--- config.mk ---
export PLATFORM = sky130hd
export DESIGN_NAME = ps2_cursor_tracker
export DESIGN_NICKNAME = d
export VERILOG_FILES = /design/src/rtl/ps2_cursor_tracker.sv
export SDC_FILE = /design/constraint.sdc
export NUM_CORES = 1
export LEC_CHECK = 0
export CORE_UTILIZATION = 55
export DETAILED_ROUTE_END_ITERATION = 10
export DONT_BUFFER_PORTS = 1
export PLACE_DENSITY = 0.7
export REMOVE_ABC_BUFFERS = 1
export SYNTH_ARGS = -nofsm -noshare
export SYNTH_HDL_FRONTEND = slang
export SYNTH_SLANG_ARGS = --single-unit
--- constraint.sdc ---
create_clock -name clk_clk -period 13.09 [get_ports clk_clk]
set_input_delay 2.618 -clock clk_clk [delete_from_list [all_inputs] [get_ports clk_clk]]
set_output_delay 2.618 -clock clk_clk [all_outputs]
set_load 0.02 [all_outputs]
--- src/rtl/ps2_cursor_tracker.sv ---
`default_nettype none
// +--------------------------------------------------------------------------+
// | ps2_cursor_tracker: PS/2 mouse packets -> clamped cursor, buttons, wheel |
// | Revision: 1.0                                                            |
// +--------------------------------------------------------------------------+
module ps2_cursor_tracker #(
    parameter int COORD_W  = 16,
    parameter int X_MAX    = 639,
    parameter int Y_MAX    = 479,
    parameter int X_INIT   = 320,
    parameter int Y_INIT   = 240,
    parameter bit WHEEL_EN = 1'b1,
    parameter int TIMEOUT  = 50000
) (
    input  logic               clk_clk,
    input  logic               reset_reset,
    input  logic [7:0]         rx_data,
    input  logic               rx_valid,
    input  logic               mode4,
    input  logic [1:0]         speed,
    input  logic               recenter,
    output logic [COORD_W-1:0] cursor_x,
    output logic [COORD_W-1:0] cursor_y,
    output logic [2:0]         buttons,
    output logic [7:0]         wheel,
    output logic               pkt_valid,
    output logic               sync_err,
    output logic [7:0]         err_count
);

    localparam int SW = COORD_W + 4;
    localparam int TW = $clog2(TIMEOUT + 1);
    localparam logic signed [SW-1:0] c_x_max = SW'(X_MAX);
    localparam logic signed [SW-1:0] c_y_max = SW'(Y_MAX);

    typedef enum logic [1:0] {B0 = 2'd0, B1 = 2'd1, B2 = 2'd2, B3 = 2'd3} state_t;

    state_t r_state, w_state_nxt;
    logic [3:0]    r_hdr;      // {y_ovf, x_ovf, y_sign, x_sign}
    logic [2:0]    r_btn;
    logic [7:0]    r_b1, r_b2;
    logic [TW-1:0] r_tmo;

    logic       w_hdr_err, w_timeout, w_commit, w_is4, w_tmo_hit;
    logic [7:0] w_dy_byte;
    logic [3:0] w_z;

    assign w_tmo_hit = (r_tmo == TW'(TIMEOUT - 1));

    always_comb begin
        w_state_nxt = r_state;
        w_hdr_err   = 1'b0;
        w_timeout   = 1'b0;
        w_commit    = 1'b0;
        w_is4       = 1'b0;
        w_dy_byte   = r_b2;
        w_z         = 4'd0;
        case (r_state)
            B0: if (rx_valid) begin
                if (rx_data[3]) w_state_nxt = B1;
                else            w_hdr_err   = 1'b1;
            end
            B1: if (rx_valid) w_state_nxt = B2;
            B2: if (rx_valid) begin
                if (mode4 && WHEEL_EN) begin
                    w_state_nxt = B3;
                end else begin
                    w_state_nxt = B0;
                    w_commit    = 1'b1;
                    w_dy_byte   = rx_data;
                end
            end
            default: if (rx_valid) begin
                w_state_nxt = B0;
                w_commit    = 1'b1;
                w_is4       = 1'b1;
                w_z         = rx_data[3:0];
            end
        endcase
        if (r_state != B0 && !rx_valid && w_tmo_hit) begin
            w_state_nxt = B0;
            w_timeout   = 1'b1;
        end
    end

    // 9-bit delta; a set overflow bit pins it to the extreme of its sign
    function automatic logic [8:0] delta9(input logic sgn, input logic ovf,
                                          input logic [7:0] mag);
        if (ovf) return sgn ? 9'h100 : 9'h0FF;
        return {sgn, mag};
    endfunction

    logic [8:0]           w_dx9, w_dy9;
    logic signed [SW-1:0] w_dx, w_dy, w_x_sum, w_y_sum;
    logic [COORD_W-1:0]   w_x_new, w_y_new;
    logic [8:0]           w_w_sum;
    logic [7:0]           w_w_new;

    always_comb begin
        w_dx9   = delta9(r_hdr[0], r_hdr[2], r_b1);
        w_dy9   = delta9(r_hdr[1], r_hdr[3], w_dy_byte);
        w_dx    = $signed({{(SW-9){w_dx9[8]}}, w_dx9}) <<< speed;
        w_dy    = $signed({{(SW-9){w_dy9[8]}}, w_dy9}) <<< speed;
        w_x_sum = $signed({4'b0, cursor_x}) + w_dx;
        w_y_sum = $signed({4'b0, cursor_y}) - w_dy;

        if (w_x_sum[SW-1])         w_x_new = '0;
        else if (w_x_sum > c_x_max) w_x_new = COORD_W'(X_MAX);
        else                       w_x_new = w_x_sum[COORD_W-1:0];

        if (w_y_sum[SW-1])         w_y_new = '0;
        else if (w_y_sum > c_y_max) w_y_new = COORD_W'(Y_MAX);
        else                       w_y_new = w_y_sum[COORD_W-1:0];

        w_w_sum = {wheel[7], wheel} + {{5{w_z[3]}}, w_z};
        if (w_w_sum[8] != w_w_sum[7]) w_w_new = w_w_sum[8] ? 8'h80 : 8'h7F;
        else                          w_w_new = w_w_sum[7:0];
    end

    always_ff @(posedge clk_clk or posedge reset_reset) begin
        if (reset_reset) begin
            r_state   <= B0;
            r_hdr     <= '0;
            r_btn     <= '0;
            r_b1      <= '0;
            r_b2      <= '0;
            r_tmo     <= '0;
            cursor_x  <= COORD_W'(X_INIT);
            cursor_y  <= COORD_W'(Y_INIT);
            buttons   <= '0;
            wheel     <= '0;
            pkt_valid <= 1'b0;
            sync_err  <= 1'b0;
            err_count <= '0;
        end else begin
            r_state   <= w_state_nxt;
            pkt_valid <= w_commit;
            sync_err  <= w_hdr_err | w_timeout;

            if (rx_valid) begin
                case (r_state)
                    B0: if (rx_data[3]) begin
                        r_hdr <= rx_data[7:4];
                        r_btn <= rx_data[2:0];
                    end
                    B1: r_b1 <= rx_data;
                    B2: r_b2 <= rx_data;
                    default: ;
                endcase
            end

            if (w_state_nxt == B0 || rx_valid) r_tmo <= '0;
            else                               r_tmo <= r_tmo + TW'(1);

            if ((w_hdr_err | w_timeout) && err_count != 8'hFF)
                err_count <= err_count + 8'd1;

            if (w_commit) buttons <= r_btn;

            if (recenter) begin
                cursor_x <= COORD_W'(X_INIT);
                cursor_y <= COORD_W'(Y_INIT);
                wheel    <= '0;
            end else if (w_commit) begin
                cursor_x <= w_x_new;
                cursor_y <= w_y_new;
                if (w_is4) wheel <= w_w_new;
            end
        end
    end

endmodule
`default_nettype wire

==> results by group, run 1 <==
GRT
  – Initial antenna violation count: 0
  – Gr ovfl total: 0
  – Gr usage total: 0.2516
  – Largest net degree at the start of global routing: 64
  – Global-route wire length before repair: 25.19 mm
  – Vias in the first global route: 5,125

Final layout
  – Nets@finish: 771
  – Share of cells above drive strength 1: 0.1080
  – Post-Layout Cell Count: 856
  – Area Overhead vs Synth: 6.500%
  – Final antenna diode count: 0
  – Filler cells: 1,016

Synth
  – Top post-synthesis cells by count: dfrtp_1 (88), nand2_1 (72), nor2_1 (59)
  – EDFF count, synth: 0
  – Ys Warns: 0
  – Cells after Synth: 718
  – Largest area contributor in the netlist: dfrtp_1
  – Asr flop ratio synth: 1.000
  – Area share of the largest cell type after synthesis: 0.3326
  – Proportion of synthesized chip area in sequential cells: 0.3564
  – Ys flop type: dfrtp_1
  – Main area contributors after synthesis: dfrtp_1 (33%), ha_1 (8.5%), mux2_2 (6.5%), nand2_1 (4.1%), a21oi_1 (3.6%)
  – Yosys reg bits: 94
  – Mean Syn Cell Area: 9.222 um^2
  – Area of the mapped netlist: 0.006621 mm^2
  – Most common cell in the synthesized netlist: dfrtp_1
  – Synth cell types: 72

Floorplanning
  – DIE WIDTH: 111.7 um
  – Overall die height: 111.7 um
  – I/O Pins: 68
  – Die footprint: 0.01248 mm^2
  – Starting Density: 0.5725
  – Core ar.: 0.01156 mm^2
  – Row count: 39

Drt
  – Wire per inst: 17.82 um
  – Antenna-violating nets left: 0
  – Final wirelength: 15.25 mm
  – First-pass iteration count of the detailed router: 8
  – Post-route DRC violation count: 6
  – Detail-routed via count per cell: 6.251
  – Total number of vias: 5,351
  – 1st-iter DRT viols: 373

Worst setup path
  – Worst setup EP type: flip-flop
  – WS Path Type: in2reg
  – Critical path data arrival time: 7.18 ns
  – WP data required: 13.28 ns
  – CP Launch Type: input port
  – Worst-path fanout max: 16

CTS
  – Cts repair resizes: 0
  – Clock Tree Root: clkbuf_16
  – H-tree depth: 3
  – Clock Path Buffers: 2
  – # Post-CTS Setup Buffers: 0
  – CTS clk-pin slew, worst paths: 0.07 ns
  – Clock latency at the later pin of the worst-skew pair: 0.35 ns
  – Post-CTS Hold Fix Bufs: 0
  – CTS sink cnt: 94
  – Inserted Clock Buffers: 9
  – CTS tree: built

Timing
  – Worst slew margin: 0.2901
  – RSZ-0062 raised after global routing: false
  – Count of pins over their slew limit: 0
  – Final hold slack: 0.4552 ns
  – Worst Tran Pin Value: 1.058 ns
  – Period minus WS final: 6.992 ns
  – Total negative slack: 0 ns
  – Final Cycle Share: 0.5341
  – Clk_skew: 0.004697 ns
  – Fmax: 0.1430 GHz
  – Setup violators final: 0
  – Final Hold Fails: 0
  – Worst setup margin: 6.098 ns

Placement
  – Placed cells: 840
  – Detailed Place HPWL: 11.32 mm
  – Gp weighted congestion: 0.9353
  – IO Port Bufs: 0
  – Place WS: 5.769 ns

Min path
  – Hold Crit Class: reg2reg

Job
  – Max Cap Viol: 0

Status
  – Run status: complete, but fails checks
  – Failing checks: design-rule violations

Power and ir drop
  – Total power: 1566 uW
  – Leakage: 0.003207 uW
  – Pwr Density: 222.1 mW/mm^2
  – Peak supply drop: 0.00009729 V
## cell families after synthesis
family	after synthesis	synth area share
xor gates and xnor gates	45	0.05952
buffers and inverters	47	0.02815
AOI/OAI and AO/OA	178	0.1803
DFF	94	0.3564
muxes	57	0.09335
adders and majority gates	48	0.09410
and+or+nand+nor	249	0.1882
## through the flow
stage	util	cell area (um^2)
after floorplan	-	6518
after global placement	0.5818	6729
after detailed placement	0.5818	6729
after CTS	0.6098	7052
after global routing	0.6098	7052
final	0.6098	7052
## layout by cell type (no fill, tap or decap), drive strengths merged, types with 21 or more instances in the layout
| master | Yosys | routed |
|---|---|---|
| and2 | 21 | 21 |
| mux2 | 38 | 38 |
| dfrtp | 88 | 88 |
| nor2 | 59 | 59 |
| xor2 | 22 | 22 |
| ha | 45 | 45 |
| xnor2 | 23 | 23 |
| a21oi | 48 | 48 |
| o21ai | 33 | 33 |
| inv | 21 | 22 |
| nand2 | 72 | 72 |
## worst max-delay path: stages
cell	delay, ns
nand3b_2	0.19
nor2_1	0.78
mux2_2	0.30
o21ai_0	0.12
mux2_2	0.31
or2_2	0.31
fa_1	0.44
a21oi_1	0.23
o21ai_0	0.18
a221o_1	0.39
a211oi_1	0.30
nor2b_1	0.19
a22oi_1	0.13
nor4_4	0.56
a22oi_1	0.14
## sequential cells by signal (all words and copies together), names as in the netlist
register / cells
buttons: 3
err_count: 8
wheel: 8
r_btn: 3
cursor_x: 16
sync_err: 1
r_state: 2
pkt_valid: 1
cursor_y: 16
r_b2: 8
r_hdr: 4
r_b1: 8
r_tmo: 16
## cell type report
type,count,area [um^2],share of cell area
Clock buffer,10,229.0,0.03247
Timing Repair Buffer,4,30.03,0.004258
Inverter,22,85.08,0.01207
Clock inverter,6,93.84,0.01331
Sequential cell,94,2360,0.3346
Multi-Input combinational cell,577,4075,0.5779
Tap cell,143,178.9,0.02537
## final timing paths
kind | from | endpoint | slack (ns) | cells past startpoint
worst max-delay path | rx_valid | cursor_y[0]$_DFFE_PP0P_ | 6.10 | 15
worst min-delay path | r_tmo[0]$_DFF_PP0_ | r_tmo[0]$_DFF_PP0_ | 0.46 | 1
worst max register to register | r_state[0]$_DFF_PP0_ | cursor_y[0]$_DFFE_PP0P_ | 7.78 | 15
worst min register to register | r_tmo[0]$_DFF_PP0_ | r_tmo[0]$_DFF_PP0_ | 0.46 | 1
max in group asynchronous | reset_reset | r_tmo[0]$_DFF_PP0_ | 9.84 | 2
min in group asynchronous | reset_reset | err_count[1]$_DFFE_PP0P_ | 2.13 | 1
## routing by layer
| layer | GRT usage | vias to the layer above | wire length (um) |
|---|---|---|---|
| li1 | - | 2599 | - |
| met1 | 0.3240 | 2592 | 6849 |
| met2 | 0.4166 | 137 | 7212 |
| met3 | 0.06042 | 23 | 931 |
| met4 | 0.08198 | 0 | 257 |
| met5 | 0 | - | 0 |
## power breakdown
part / leakage [uW] / total [uW] / internal [uW] / switching (uW)
Combinational: 0.00183 / 824 / 352 / 472
Sequential: 0.00123 / 455 / 357 / 98.1
Clock: 0.000153 / 287 / 169 / 119
Total: 0.00321 / 1570 / 878 / 688
Note: power is estimated with default switching activity, not from simulation.
==> run 2, diff against run 1 <==
--- a/config.mk
+++ b/config.mk
@@ -8,7 +8,7 @@
 export CORE_UTILIZATION = 55
 export DETAILED_ROUTE_END_ITERATION = 10
 export DONT_BUFFER_PORTS = 1
-export PLACE_DENSITY = 0.7
+export PLACE_DENSITY = 0.73
 export REMOVE_ABC_BUFFERS = 1
 export SYNTH_ARGS = -nofsm -noshare
 export SYNTH_HDL_FRONTEND = slang
==> constraint.sdc (replaced) <==
create_clock -name clk_clk -period 6.04 [get_ports clk_clk]
set_input_delay 1.208 -clock clk_clk [delete_from_list [all_inputs] [get_ports clk_clk]]
set_output_delay 1.208 -clock clk_clk [all_outputs]
set_load 0.02 [all_outputs]
==> run 2 against run 1 <==
The flow still finishes with violations (design-rule violations). Core utilization is 0.076 points higher. Sequential share of layout area about the same. Die area stayed put. Clock power increased by 110%. Worst setup slack got worse by 5.1 ns. Final area up 0.12%. Hold slack better by 0.0042 ns. Non-clock buffer count is 1 higher. Final cell count is 0.12% higher. Combinational power is 120% higher. Register-to-register slack got worse by 6.5 ns. Critical endpoint is now cursor_y[1]$_DFFE_PP0P_. Largest power group unchanged.
==> results by group, run 2 (synthesized netlist as in run 1, its figures left out) <==
Timing
  – Period minus WS final: 5.060 ns
  – Worst setup margin: 0.9804 ns (-5.118 ns)
  – Final Cycle Share: 0.8377
  – Final Hold Fails: 0 (unchanged)
  – Setup violators final: 0 (unchanged)
  – Worst Tran Pin Value: 1.060 ns (+0.002237 ns)
  – Fmax: 0.1976 GHz
  – Total negative slack: 0 ns (unchanged)
  – RSZ-0062 raised after global routing: false
  – Count of pins over their slew limit: 0 (unchanged)
  – Worst slew margin: 0.2886 (-0.001502)
  – Clk_skew: 0.007827 ns (+0.003130 ns)

Power and ir drop
  – Sequential Power Share: 0.291 (about the same)
  – Pwr Density: 479.9 mW/mm^2 (+120%)
  – Leakage: 0.003215 uW (+0.26%)
  – Peak supply drop: 0.0003243 V (+230%)
  – Psw: 1473 uW (+110%)
  – Pint: 1915 uW (+120%)
  – Clock power share: 0.181 (-0.003)
  – Total power: 3388 uW (+120%)
  – Combinational share of power: 0.527 (about the same)
  – Sw Ratio: 0.4347 (-0.004749)

GRT
  – Vias in the first global route: 5,141 (+0.31%)
  – Largest net degree at the start of global routing: 65 (+1.6%)
  – Gr usage total: 0.2553 (+0.003781)
  – Initial antenna violation count: 0 (unchanged)
  – Global-route wire length before repair: 25.48 mm (+1.2%)
  – Gr ovfl total: 0 (unchanged)

Status
  – Run status: complete, but fails checks
  – Failing checks: design-rule violations

Worst setup path
  – CP Launch Type: input port
  – Critical path data arrival time: 5.25 ns (-1.93 ns)
  – Worst setup EP type: flip-flop
  – WS Path Type: in2reg
  – WP data required: 6.23 ns (-7.05 ns)
  – Worst-path fanout max: 9 (-7)

CTS
  – H-tree depth: 3 (unchanged)
  – Inserted Clock Buffers: 9 (unchanged)
  – Clock Path Buffers: 2 (unchanged)
  – Cts repair resizes: 0 (unchanged)
  – Clock latency at the later pin of the worst-skew pair: 0.35 ns (about the same)
  – CTS sink cnt: 94 (unchanged)
  – CTS tree: built
  – # Post-CTS Setup Buffers: 0 (unchanged)
  – CTS clk-pin slew, worst paths: 0.06 ns (about the same)
  – Clock Tree Root: clkbuf_16
  – Post-CTS Hold Fix Bufs: 0 (unchanged)

Floorplanning
  – I/O Pins: 68 (unchanged)
  – Overall die height: 111.7 um (unchanged)
  – Starting Density: 0.5725 (unchanged)
  – Core ar.: 0.01156 mm^2 (unchanged)
  – Row count: 39 (unchanged)
  – DIE WIDTH: 111.7 um (unchanged)
  – Die footprint: 0.01248 mm^2 (unchanged)

Drt
  – Detail-routed via count per cell: 6.184 (-1.1%)
  – Antenna-violating nets left: 0 (unchanged)
  – 1st-iter DRT viols: 402 (+7.8%)
  – First-pass iteration count of the detailed router: 8 (unchanged)
  – Post-route DRC violation count: 7 (+1)
  – Total number of vias: 5,300 (-0.95%)
  – Wire per inst: 17.81 um (about the same)
  – Final wirelength: 15.27 mm (about the same)

Final layout
  – Post-Route Utilization: 0.6105 (+0.0007570)
  – Final antenna diode count: 0 (unchanged)
  – Commonest non-fill, non-tap cell in the layout: dfrtp_1
  – Nets@finish: 772 (+0.13%)
  – Area Overhead vs Synth: 6.633%
  – Share of cells above drive strength 1: 0.1092 (+0.001249)
  – Regs by FF count: cursor_x: 16 flops, cursor_y: 16 flops, r_tmo: 16 flops
  – Most frequent cells in the layout: dfrtp_1 (88), nand2_1 (72), nor2_1 (59), a21oi_1 (48), ha_1 (45)
  – Post-Layout Inst Area: 0.007061 mm^2 (+0.12%)

Min path
  – Hold Crit Class: reg2reg

Placement
  – IO Port Bufs: 0 (unchanged)
  – Placed cell area: 0.006736 mm^2 (+0.11%)
  – Detailed Place HPWL: 11.49 mm (+1.5%)
  – Place WS: 0.7025 ns (-5.067 ns)
  – Gp weighted congestion: 0.9388 (+0.37%)

Job
  – Max Cap Viol: 0 (unchanged)
[run 2: path summary, 6_finish.rpt]
check / startpoint / to / slack, ns / cells after the start
hold / removal: r_tmo[0]$_DFF_PP0_ / r_tmo[0]$_DFF_PP0_ / 0.46 / 1
hold reg to reg: r_tmo[0]$_DFF_PP0_ / r_tmo[0]$_DFF_PP0_ / 0.46 / 1
max in group asynchronous: reset_reset / wheel[5]$_DFFE_PP0P_ / 4.18 / 2
setup reg to reg: r_state[0]$_DFF_PP0_ / cursor_y[1]$_DFFE_PP0P_ / 1.25 / 15
min in group asynchronous: reset_reset / err_count[6]$_DFFE_PP0P_ / 0.72 / 1
setup / recovery: rx_valid / cursor_y[1]$_DFFE_PP0P_ / 0.98 / 15
[run 2: metrics by stage]
step	std cells	hold slack (ns)
2_1_floorplan	693	0.4251
3_3_place_gp	841	0.4426
3_5_place_dp	841	0.4573
4_1_cts	857	0.4666
5_1_grt	857	0.4800
6_report	857	0.4594
[run 2: metal layers]
metal,global-route usage,routed length (um),vias up
met1,0.3350,6751,2549
met5,0,0,-
met4,0.1009,320,0
li1,-,-,2594
met2,0.4000,7131,136
met3,0.07077,1064,21
[run 2: final cells by class]
cell class	instances	area, um^2
clock buffer	11	242.7
clock inverter	5	81.33
fill	998	4504
inverter	22	85.08
multi-input combinational	577	4075
sequential	94	2360
tap	143	178.9
timing repair buffer	5	37.54
[run 2: critical path: stages]
cell and delay (ns):
nand3b_2 0.19, nor2_1 0.31, mux2_2 0.22, o21ai_0 0.13, mux2_2 0.31, or2_2 0.31
fa_1 0.45, a21oi_1 0.21, o21ai_0 0.17, a221o_1 0.38, a211oi_1 0.32, nor2b_1 0.18
a22oi_1 0.12, nor4_4 0.56, a22oi_1 0.16
[run 2: power groups by stage]
stage          logic [uW]  registers [uW]  clock network [uW]
6_report             1790             987                 614
5_1_grt              1980            1010                 652
4_1_cts              1770             988                 630
3_5_place_dp         1750             998                   0
3_3_place_gp         1710             991                   0
2_1_floorplan        1430             947                   0
==> run 3, diff against run 2 <==
--- a/config.mk
+++ b/config.mk
@@ -8,7 +8,7 @@
 export CORE_UTILIZATION = 55
 export DETAILED_ROUTE_END_ITERATION = 10
 export DONT_BUFFER_PORTS = 1
-export PLACE_DENSITY = 0.73
+export PLACE_DENSITY = 0.7
 export REMOVE_ABC_BUFFERS = 1
 export SYNTH_ARGS = -nofsm -noshare
 export SYNTH_HDL_FRONTEND = slang
==> constraint.sdc (replaced) <==
create_clock -name clk_clk -period 5.3 [get_ports clk_clk]
set_input_delay 1.06 -clock clk_clk [delete_from_list [all_inputs] [get_ports clk_clk]]
set_output_delay 1.06 -clock clk_clk [all_outputs]
set_load 0.02 [all_outputs]
==> run 3 against run 2 <==
The flow still finishes with violations (design-rule violations). Die area stayed put. Total power up 12%. Non-clock buffer count unchanged. Sequential share of layout area up 0.11 points. Wire length up 0.10%. Final area is 0.32% lower. Worst setup slack lost 0.54 ns. Combinational power grew 13%. Register-to-register slack got worse by 0.69 ns. Via count rose by 1.2%. Hold slack worse by 0.00084 ns. Largest power group unchanged. Highest routed layer unchanged. Sequential power grew 13%.
==> results by group, run 3 (synthesized netlist as in run 1, its figures left out) <==
Status
  – Run status: complete, but fails checks
  – Failing checks: design-rule violations

Drt
  – Wire per inst: 17.83 um (+0.10%)
  – Antenna-violating nets left: 0 (unchanged)
  – Total number of vias: 5,365 (+1.2%)
  – Post-route DRC violation count: 6 (-1)
  – First-pass iteration count of the detailed router: 8 (unchanged)
  – 1st-iter DRT viols: 365 (-9.2%)
  – Final wirelength: 15.28 mm (+0.10%)
  – Detail-routed via count per cell: 6.260 (+1.2%)

GRT
  – Largest net degree at the start of global routing: 62 (-4.6%)
  – Vias in the first global route: 5,189 (+0.93%)
  – Global-route wire length before repair: 25.92 mm (+1.7%)
  – Gr usage total: 0.2601 (+0.004722)
  – Gr ovfl total: 0 (unchanged)
  – Initial antenna violation count: 0 (unchanged)

CTS
  – Clock latency at the later pin of the worst-skew pair: 0.35 ns (about the same)
  – Inserted Clock Buffers: 9 (unchanged)
  – Clock Path Buffers: 2 (unchanged)
  – Cts repair resizes: 0 (unchanged)
  – CTS clk-pin slew, worst paths: 0.06 ns (about the same)
  – Clock Tree Root: clkbuf_16
  – CTS sink cnt: 94 (unchanged)
  – # Post-CTS Setup Buffers: 0 (unchanged)
  – Post-CTS Hold Fix Bufs: 0 (unchanged)
  – CTS tree: built
  – H-tree depth: 3 (unchanged)

Timing
  – Worst Tran Pin Value: 1.093 ns (+0.03324 ns)
  – Clk_skew: 0.007571 ns (-0.0002563 ns)
  – Count of pins over their slew limit: 0 (unchanged)
  – Setup violators final: 0 (unchanged)
  – Period minus WS final: 4.862 ns
  – Final Cycle Share: 0.9174
  – Worst slew margin: 0.2662 (-0.02231)
  – RSZ-0062 raised after global routing: false
  – Total negative slack: 0 ns (unchanged)
  – Fmax: 0.2057 GHz
  – Final Hold Fails: 0 (unchanged)

Final layout
  – Share of cells above drive strength 1: 0.1092 (unchanged)
  – Nets@finish: 772 (unchanged)
  – Post-Route Utilization: 0.6086 (-0.001947)
  – Final antenna diode count: 0 (unchanged)
  – Most frequent cells in the layout: dfrtp_1 (88), nand2_1 (72), nor2_1 (59), a21oi_1 (48), ha_1 (45)
  – Regs by FF count: cursor_x: 16 flops, cursor_y: 16 flops, r_tmo: 16 flops
  – Area Overhead vs Synth: 6.293%
  – Commonest non-fill, non-tap cell in the layout: dfrtp_1

Power and ir drop
  – Leakage: 0.003201 uW (-0.45%)
  – Peak supply drop: 0.0002615 V (-19%)
  – Pwr Density: 540.5 mW/mm^2 (+13%)

Worst setup path
  – Critical path data arrival time: 5.05 ns (-0.20 ns)
  – Worst R2R Setup Slack: 0.56 ns (-0.69 ns)
  – Critical path's largest stage delay: 0.58 ns (+0.02 ns)
  – CP Launch Type: input port
  – Worst-path fanout max: 9 (unchanged)
  – WS Path Type: in2reg
  – WP data required: 5.49 ns (-0.74 ns)
  – CP cell instances: nand3b_2 > nor2_1 > mux2_2 > o21ai_0 > mux2_2 > or2_2 > fa_1 > a21oi_1 > o21ai_0 > a221o_1 > a211oi_1 > nor2b_1 > a22oi_1 > nor4_4 > a22oi_1
  – Slowest-stage cell, CP: nor4_4
  – Worst setup EP type: flip-flop

Job
  – Max Cap Viol: 0 (unchanged)

Placement
  – Detailed Place HPWL: 11.38 mm (-0.99%)
  – IO Port Bufs: 0 (unchanged)
  – Gp weighted congestion: 0.8968 (-4.5%)

Min path
  – Hold Crit Class: reg2reg

Floorplanning
  – Row count: 39 (unchanged)
  – Starting Density: 0.5725 (unchanged)
  – Overall die height: 111.7 um (unchanged)
  – I/O Pins: 68 (unchanged)
  – Core ar.: 0.01156 mm^2 (unchanged)
  – Die footprint: 0.01248 mm^2 (unchanged)
  – DIE WIDTH: 111.7 um (unchanged)
==> run 3: changes by cell type in the layout (fill, tap and decap cells not counted), sizes merged <==
cell / previous run / this run
bufinv: 2 / 1
clkinv: 2 / 3
clkinvlp: 1 / 2
inv: 22 / 21
==> run 3: final cells by class <==
class	count	area (um^2)
clock inverter	5	58.81
fill	1000	4527
timing repair buffer	5	37.54
tap	143	178.9
multi-input combinational	577	4075
sequential	94	2360
inverter	22	85.08
clock buffer	11	242.7
==> run 3: metrics by stage <==
step | total power (uW) | hold slack, ns | cells | cell area (um^2) | worst slack, ns
after global routing | 4124 | 0.4783 | 857 | 7038 | 0.1352
after detailed placement | 3122 | 0.4574 | 841 | 6736 | 0.1123
final | 3804 | 0.4586 | 857 | 7038 | 0.4379
after global placement | 3082 | 0.4376 | 841 | 6736 | 0.3591
after CTS | 3801 | 0.4662 | 857 | 7038 | 0.4651
after floorplan | 2705 | 0.4251 | 693 | 6518 | 0.2154
==> run 3: final timing paths <==
check | from | to | cells past startpoint
max in group asynchronous | reset_reset | wheel[6]$_DFFE_PP0P_ | 2
worst max register to register | r_state[0]$_DFF_PP0_ | cursor_y[0]$_DFFE_PP0P_ | 15
min in group asynchronous | reset_reset | err_count[1]$_DFFE_PP0P_ | 1
worst min-delay path | r_tmo[0]$_DFF_PP0_ | r_tmo[0]$_DFF_PP0_ | 1
worst max-delay path | rx_valid | cursor_y[0]$_DFFE_PP0P_ | 15
worst min register to register | r_tmo[0]$_DFF_PP0_ | r_tmo[0]$_DFF_PP0_ | 1
==> run 3: where the power goes <==
| part | switching (uW) | internal [uW] | leakage [uW] | total [uW] |
|---|---|---|---|---|
| registers | 242 | 881 | 0.00123 | 1120 |
| clock network | 279 | 379 | 0.000142 | 658 |
| logic | 1150 | 872 | 0.00183 | 2020 |
==> run 3: worst max-delay path, delay by kind of cell <==
family	cells	cell delay [ns]
AO/OA/AOI/OAI	7	1.52
multiplexers	2	0.50
AND/OR/NAND/NOR	5	1.53
adder cells (fa/ha/maj)	1	0.43
==> run 3: metal layers <==
layer / vias up / routed length [um] / GRT usage
li1: 2595 / - / -
met1: 2594 / 6900 / 0.3471
met2: 152 / 7174 / 0.4215
met3: 24 / 904 / 0.05226
met4: 0 / 303 / 0.09099
met5: - / 0 / 0
